[src/rtl/serial_add_ctrl.sv]
// Bit-serial adder sequencer: drives one external combinational full adder LSB-first,
// one bit per clock, and owns operand shifters, carry flop, bit counter and handshake.
module serial_add_ctrl #(
  parameter int WIDTH = 8
) (
  input  logic             clk,
  input  logic             rst_n,
  input  logic             start,
  input  logic [WIDTH-1:0] a_in,
  input  logic [WIDTH-1:0] b_in,
  input  logic             cin,
  output logic             ready,
  output logic             busy,
  output logic             done,
  output logic [WIDTH-1:0] sum,
  output logic             cout,
  output logic             fa_a,
  output logic             fa_b,
  output logic             fa_ci,
  input  logic             fa_s,
  input  logic             fa_co
);

  localparam int CNT_W = $clog2(WIDTH);

  typedef enum logic [1:0] {
    S_IDLE,
    S_RUN,
    S_DONE
  } state_t;

  state_t             state_q;
  state_t             state_d;
  logic [WIDTH-1:0]   a_sh;
  logic [WIDTH-1:0]   b_sh;
  logic [WIDTH-1:1]   sum_sh;  // bits below the MSB; the MSB comes straight from fa_s
  logic               carry_q;
  logic [CNT_W-1:0]   cnt;
  logic               last_bit;
  logic               accept;

  assign last_bit = (cnt == CNT_W'(WIDTH - 1));
  assign accept   = (state_q == S_IDLE) && start;

  // NOTE: sequential state uses non-blocking (<=) so every flop samples pre-edge values.
  always_ff @(posedge clk or negedge rst_n) begin
    if (!rst_n) begin
      state_q <= S_IDLE;
    end else begin
      state_q <= state_d;
    end
  end

  // NOTE: every output of this block gets a default first, so no latch can be inferred.
  always_comb begin
    state_d = state_q;
    ready   = 1'b0;
    busy    = 1'b0;
    done    = 1'b0;
    fa_a    = 1'b0;
    fa_b    = 1'b0;
    fa_ci   = 1'b0;
    unique case (state_q)
      S_IDLE: begin
        ready = 1'b1;
        if (start) state_d = S_RUN;
      end
      S_RUN: begin
        busy  = 1'b1;
        fa_a  = a_sh[0];
        fa_b  = b_sh[0];
        fa_ci = carry_q;
        if (last_bit) state_d = S_DONE;
      end
      S_DONE: begin
        done    = 1'b1;
        state_d = S_IDLE;
      end
      default: state_d = S_IDLE;
    endcase
  end

  always_ff @(posedge clk or negedge rst_n) begin
    if (!rst_n) begin
      a_sh    <= '0;
      b_sh    <= '0;
      sum_sh  <= '0;
      carry_q <= 1'b0;
      cnt     <= '0;
      sum     <= '0;
      cout    <= 1'b0;
    end else if (accept) begin
      a_sh    <= a_in;
      b_sh    <= b_in;
      sum_sh  <= '0;
      carry_q <= cin;
      cnt     <= '0;
      sum     <= '0;
      cout    <= 1'b0;
    end else if (state_q == S_RUN) begin
      a_sh    <= a_sh >> 1;
      b_sh    <= b_sh >> 1;
      sum_sh  <= (WIDTH-1)'({fa_s, sum_sh} >> 1);
      carry_q <= fa_co;
      if (last_bit) begin
        // Counter stops at WIDTH-1 rather than wrapping.
        sum  <= {fa_s, sum_sh};
        cout <= fa_co;
      end else begin
        cnt <= cnt + 1'b1;
      end
    end
  end

endmodule

[config.mk]
export PLATFORM = sky130hd
export DESIGN_NAME = serial_add_ctrl
export DESIGN_NICKNAME = d
export VERILOG_FILES = /design/src/rtl/serial_add_ctrl.sv
export SDC_FILE = /design/constraint.sdc
export NUM_CORES = 1
export LEC_CHECK = 0
export CAP_MARGIN = 10
export CORE_UTILIZATION = 45
export CTS_CLUSTER_DIAMETER = 60
export CTS_CLUSTER_SIZE = 40
export DETAILED_ROUTE_END_ITERATION = 6
export HOLD_SLACK_MARGIN = 0.1
export PLACE_DENSITY = 0.77
export SETUP_SLACK_MARGIN = 0.2
export SYNTH_ARGS = -nofsm -noshare
export SYNTH_HDL_FRONTEND = slang
export SYNTH_SLANG_ARGS = --single-unit
export TNS_END_PERCENT = 50
[constraint.sdc]
create_clock -name clk -period 1.5 [get_ports clk]
set_clock_uncertainty 0.1 [all_clocks]
set_input_delay 0.3 -clock clk [delete_from_list [all_inputs] [get_ports clk]]
set_output_delay 0.3 -clock clk [all_outputs]
set_load 0.03 [all_outputs]
==> metrics.txt, run 1 <==
Pre-Repair DR Iteration Count 4; deepest level of the CTS H-tree 2; multi-input combinational cell area 1160 um2; Clock power frac between 10% and 20%; number of port buffers 36; mean number of vias per cell 6.08; Seq/Total Area, Yosys about 53%; number of distinct library cells after synthesis 25; violations in the final reports negative setup slack; number of inserted filler cells in the final layout 205; global-route wire length before repair approximately 7500 um; per-cell routed wire length about 21 um; nets between 200 and 300; Most used DFF post-synth dfrtp_1; WP buf/inv 2; DP Cell Count between 200 and 300; pin count of the biggest net entering global routing 39; fin area ~3000 um2; capture point of the worst reg-to-reg path cnt[0]$_DFFE_PN0P_; number of buffers created by CTS 5; category of the worst setup path capture point output port; height of the chip 65.1 um; slack of the critical path -0.112 ns; horizontal die dimension approximately 65 um; TritonCTS clock tree built; Worst setup startpoint state_q[1]$_DFFE_PN0P_; worst supply voltage drop on vdd ~0.0011 V; top post-synthesis cells by count 38 x dfrtp_1, 30 x nor3_1, 20 x nand2_1; Synth Register Bits 38; tightest slew margin relative to the limit 72.1%; worst slew pin tran 0.418 ns; drc violations 0; ratio of total power to cell area slightly above 2000 nW/um2; cell row count 22; RePlAce Congestion roughly 0.8; Final min period 1.61 ns; Max Freq roughly 620 MHz; mean instance size in the synthesized netlist 10.3 um2; number of cell instances on the worst register-to-register path 5; Max-cap violations 0; power share of the sequential group 31.5%; HPWL after DPL approximately 3000 um; total inserted antenna cells 0; HP Class in -> async; setup repair after global routing missed its margin yes; full die area approximately 4200 um2; R2R setup slack -0.01 ns; initial antenna violation count 0; vias in the first global route 1605; delay of the slowest critical-path stage 0.41 ns; antenna viol nets, final 0; share of the clock period used by the worst path after layout 107%; top cells by area, synth dfrtp_1 53%, nor3_1 8.4%, a22o_1 5.9%, o22ai_1 5.2%, a32oi_1 4.4%; Global Route Usage Sum approximately a quarter; clock latency reported for the late side of the worst-skew pair ~0.3 ns; number of hold-repair buffers added at the cts stage 0; total cell area at the placement stage ~2200 um2; Switch Pwr 2530 uW; Netlist Area Pre-Place around 1800 um2; number of clock sinks 38; total power just over 6000 uW; register clock-pin slew on the reported worst setup and hold paths 0.08 ns; fraction of final layout cells sized beyond drive strength 1 between 40 and 50%; Comb pwr share about 54%; effective utilization at floorplan between 40% and 50%; Top delay family on crit path flip-flops; remaining global-route overflow 0; utilization after layout between 80 and 90%; Post-synth EDFFs 0; maximum buffer depth of the clock tree 2; cell type of the slowest stage on the worst timing path dfrtp_2; ordered cell list for the critical path nand2b_4 -> inv_6 -> and2_4 -> buf_6; aggregate negative setup slack -0.526 ns; top-area cell type share of the netlist area 53.0%; element type at the critical path start register; outcome complete, but fails checks; synthesized netlist net count 199; layout overhead on the synthesized area 69.7%; Async S/R FF share, synth 100%; post-synthesis cell count approximately 180; total via count in the routed design 1734; total count of max-transition violations in the final report 0; top cell type by total area after synthesis dfrtp_1; required time at the endpoint of the critical path around 1.1 ns; data arrival time at the worst-slack endpoint about 1.2 ns; leakage about 0.0013 uW; Std-Cell Core Area 3740 um2; clock tree root buffer cell clkbuf_8; Cell Count, Final, Fillers Out roughly 290; type of the setup path with the least slack reg -> out; Power Internal 3630 uW; Reg area about 950 um2; most instantiated library cell after synthesis dfrtp_1; Starting DRT DRC Count 144; Setup violations, final 7; hold violation count in the final report 0; largest driver fanout on the critical path 5; final wirelength approximately 6000 um; Net Sw Frac between 40% and 50%; Boundary Pins 37; yosys synthesis warning count 0; reg-to-reg startpoint cnt[0]$_DFFE_PN0P_
[cell usage in the layout (no fill, tap or decap), drive strengths merged]
cell / instances
o21bai: 1
buf: 45
dfrtp: 38
o22ai: 15
o32ai: 5
nor2b: 3
a32oi: 9
o21ai: 4
inv: 2
clkbuf: 10
and2: 4
clkdlybuf4s50: 20
a21oi: 1
bufinv: 1
nand2b: 3
nor2: 9
or2: 1
nor3: 30
ha: 2
dlymetal6s2s: 1
mux2: 1
a22o: 12
nand2: 20
[power by group through the flow]
stage | sequential (uW) | combinational, uW | clock, uW
2_1_floorplan | 1880 | 1490 | 0
6_report | 1940 | 3340 | 878
3_3_place_gp | 1810 | 2100 | 0
5_1_grt | 1990 | 3540 | 938
4_1_cts | 1790 | 2470 | 881
3_5_place_dp | 1830 | 2210 | 0
[registers in the layout (all words and copies together) (netlist names)]
register and flops:
state_q 2, b_sh 8, carry_q 1, cout 1
sum 8, a_sh 8, sum_sh 7, cnt 3
[layout make-up]
type                            count  area share [%]
Clock inverter                      1           0.986
Timing Repair Buffer               69            24.5
Tap cell                           48            1.97
Multi-Input combinational cell    120            38.2
Sequential cell                    38            31.3
Clock buffer                        7            2.51
Inverter                            2           0.493
[layer usage]
metal,track usage (%),share of wire [%],vias to the layer above
met2,41.0,53,71
li1,-,-,780
met5,0,0,-
met1,27.7,39,870
met3,6.94,6.1,13
met4,8.15,2.1,0
[logic make-up (layout without fill, tap and decap cells)]
| group | count (synthesis) | after routing | synth area share (%) |
|---|---|---|---|
| AOI/OAI and AO/OA | 47 | 47 | 19.7 |
| adders and majority gates | 2 | 2 | 1.39 |
| buffers and inverters | 18 | 79 | 6.76 |
| DFF | 38 | 38 | 53.0 |
| muxes | 1 | 1 | 0.628 |
| and+or+nand+nor | 69 | 70 | 18.5 |
[per-stage QoR]
step / setup slack (ns) / hold WS, ns
after floorplan: -0.0218 / -0.0956
after global placement: -0.143 / 0.377
after detailed placement: -0.200 / 0.390
after CTS: -0.0990 / 0.280
after global routing: -0.151 / 0.325
final: -0.112 / 0.314
[worst max-delay path by stage]
| stage | endpoint | cells after the start | slack, ns |
|---|---|---|---|
| finish | fa_ci | 4 | -0.11 |
| global route | fa_ci | 4 | -0.15 |
| CTS | fa_ci | 4 | -0.1 |
| detailed placement | b_sh[0]$_DFFE_PN0P_ | 4 | -0.20 |
| global placement | carry_q$_DFFE_PN0P_ | 4 | -0.14 |
| floorplan | fa_a | 6 | -0.02 |
[what timing repair did]
action                                  in CTS  in global routing
gates resized for setup                     75                101
setup buffers                                6                  7
gates cloned                                 1                  4
endpoints found under the setup margin      50                 52
pin swaps                                    9                 39
Power figures use the tool's default switching activity.
==> run 2, diff against run 1 <==
Settings changed: CAP_MARGIN 10 to 20, CTS_BUF_LIST set to sky130_fd_sc_hd__clkbuf_16.
==> metrics.txt, run 2 (same netlist as run 1, synthesis figures left out) <==
outcome complete, but fails checks; violations in the final reports negative setup slack; initial antenna violation count 0 (unchanged); layout overhead on the synthesized area 50.8%; clock latency reported for the late side of the worst-skew pair 0.28 ns (-0.02 ns); type of the setup path with the least slack reg -> out; total inserted antenna cells 0 (unchanged); remaining global-route overflow 0 (unchanged); number of port buffers 36 (unchanged); Most Used Layer, Global Route met2; registers with the most flip-flops a_sh (8), b_sh (8), sum (8); final wirelength 4800 um (-20%); Setup violations, final 6 (-1); Max-cap violations 0 (unchanged); largest driver fanout on the critical path 5 (unchanged); data arrival time at the worst-slack endpoint 1.16 ns (-0.05 ns); Final min period 1.56 ns (-0.0495 ns); category of the worst setup path capture point output port; register clock-pin slew on the reported worst setup and hold paths 0.06 ns (-0.02 ns); Boundary Pins 37 (unchanged); worst supply voltage drop on vdd 0.00109 V (-3.5%); leakage 0.00119 uW (-11%); GR Util met3 6.08% (-0.87 points); most frequent cells in the layout 36 x dfrtp_1, 26 x nor3_1, 20 x nand2_1, 20 x clkdlybuf4s50_1, 19 x buf_4; maximum buffer depth of the clock tree 2 (unchanged); number of buffers created by CTS 5 (unchanged); number of clock sinks 38 (unchanged); fraction of final layout cells sized beyond drive strength 1 36.2% (-12 points); full die area 4240 um2 (unchanged); element type at the critical path start register; share of the clock period used by the worst path after layout 104% (-3.3 points); RePlAce Congestion 0.816 (unchanged); nets 255 (-1.9%); per-cell routed wire length 17.2 um (-18%); Pre-Repair DR Iteration Count 4 (unchanged); number of inserted filler cells in the final layout 267 (+30%); tightest slew margin relative to the limit 76.7% (+4.6 points); hold violation count in the final report 0 (unchanged); Std-Cell Core Area 3740 um2 (unchanged); HPWL after DPL 2930 um (unchanged); pin count of the biggest net entering global routing 39 (unchanged); mean number of vias per cell 5.85 (-3.8%); most common library cell in the layout ignoring fill and taps dfrtp_1; antenna viol nets, final 0 (unchanged); TritonCTS clock tree built; deepest level of the CTS H-tree 2 (unchanged); ratio of total power to cell area 2130 nW/um2 (+5.0%); HP Class in -> async; vias in the first global route 1616 (+0.69%); effective utilization at floorplan 47.9% (unchanged); drc violations 0 (unchanged); worst slew pin tran 0.349 ns (-0.0685 ns); setup repair after global routing missed its margin yes; number of hold-repair buffers added at the cts stage 0 (unchanged); total via count in the routed design 1638 (-5.5%); utilization after layout 72.3% (-9.0 points); GRT met2 Usage 41.5% (+0.52 points); met1 Use GR 30.7% (+3.0 points); clock tree root buffer cell clkbuf_16; cell row count 22 (unchanged); required time at the endpoint of the critical path 1.10 ns (about the same); fin area 2710 um2 (-11%); height of the chip 65.1 um (unchanged); worst hold margin 0.290 ns (-0.0240 ns); Max Freq 640 MHz (+3.2%); total cell area at the placement stage 2250 um2 (unchanged); Global Route Usage Sum 24.4% (+0.84 points); total power 5750 uW (-6.6%); slack of the critical path -0.0623 ns (+0.0495 ns); global-route wire length before repair 7820 um (+4.3%); Starting DRT DRC Count 160 (+11%); total count of max-transition violations in the final report 0 (unchanged); horizontal die dimension 65.1 um (unchanged)
-- run 2: changes by cell type in the layout (fill, tap and decap cells not counted), moves of 5 or more --
cell      before  now
nor3_1         0   26
nor3_4        19    0
nor3_2        11    4
buf_6         20   15
clkbuf_8       5    0
-- run 2: report_power, final --
part / switching (uW) / internal [uW] / total, uW
combinational: 1390 / 1360 / 2740
clock: 389 / 772 / 1160
sequential: 387 / 1460 / 1850
-- run 2: area by class of cell --
| class | instances | area (um2) | area share, % |
|---|---|---|---|
| clock buffers | 5 | 125 | 4.62 |
| clock inverters | 3 | 37.5 | 1.39 |
| inverters | 2 | 12.5 | 0.462 |
| multi-input cells | 120 | 920 | 34.0 |
| flip-flops and latches | 38 | 953 | 35.2 |
| well taps | 48 | 60.1 | 2.22 |
| repair buffers | 64 | 598 | 22.1 |
-- run 2: what timing repair did --
item | 4_1_cts | 5_1_grt
pin swaps | 11 | 13
cloned | 1 | 1
gates resized for setup | 83 | 22
setup endpoints to repair | 50 | 44
buffers inserted | 5 | 6
endpoints found under the hold margin | 0 | 0
-- run 2: per-stage QoR --
step	setup WS [ns]	setup TNS, ns	cells
after floorplan	-0.0218	-0.0654	175
after global placement	-0.143	-3.17	259
after detailed placement	-0.200	-4.28	259
after CTS	-0.0732	-0.249	273
after global routing	-0.0984	-0.519	280
final	-0.0623	-0.268	280
-- run 2: worst paths after layout --
kind,cells after the start,from,slack [ns],end
min in group clk,2,sum[3]$_DFFE_PN0P_,0.40,sum[3]$_DFFE_PN0P_
max in group asynchronous,2,rst_n,0.80,state_q[1]$_DFFE_PN0P_
worst max register to register,5,cnt[0]$_DFFE_PN0P_,-0.02,cnt[0]$_DFFE_PN0P_
worst min register to register,2,sum[3]$_DFFE_PN0P_,0.40,sum[3]$_DFFE_PN0P_
worst max-delay path,4,state_q[0]$_DFFE_PN0P_,-0.06,busy
worst min-delay path,2,rst_n,0.29,b_sh[5]$_DFFE_PN0P_
-- run 2: worst max-delay path: stages (launching register included) --
cell      delay, ns
dfrtp_2        0.44
nand2b_4       0.10
clkinv_4       0.07
buf_4          0.14
buf_6          0.13
-- run 2: metal layers --
layer  share of wire (%)  vias up
li1                    -      763
met1                  42      807
met2                  52       61
met3                 5.5        7
met4                0.83        0
met5                   0        -
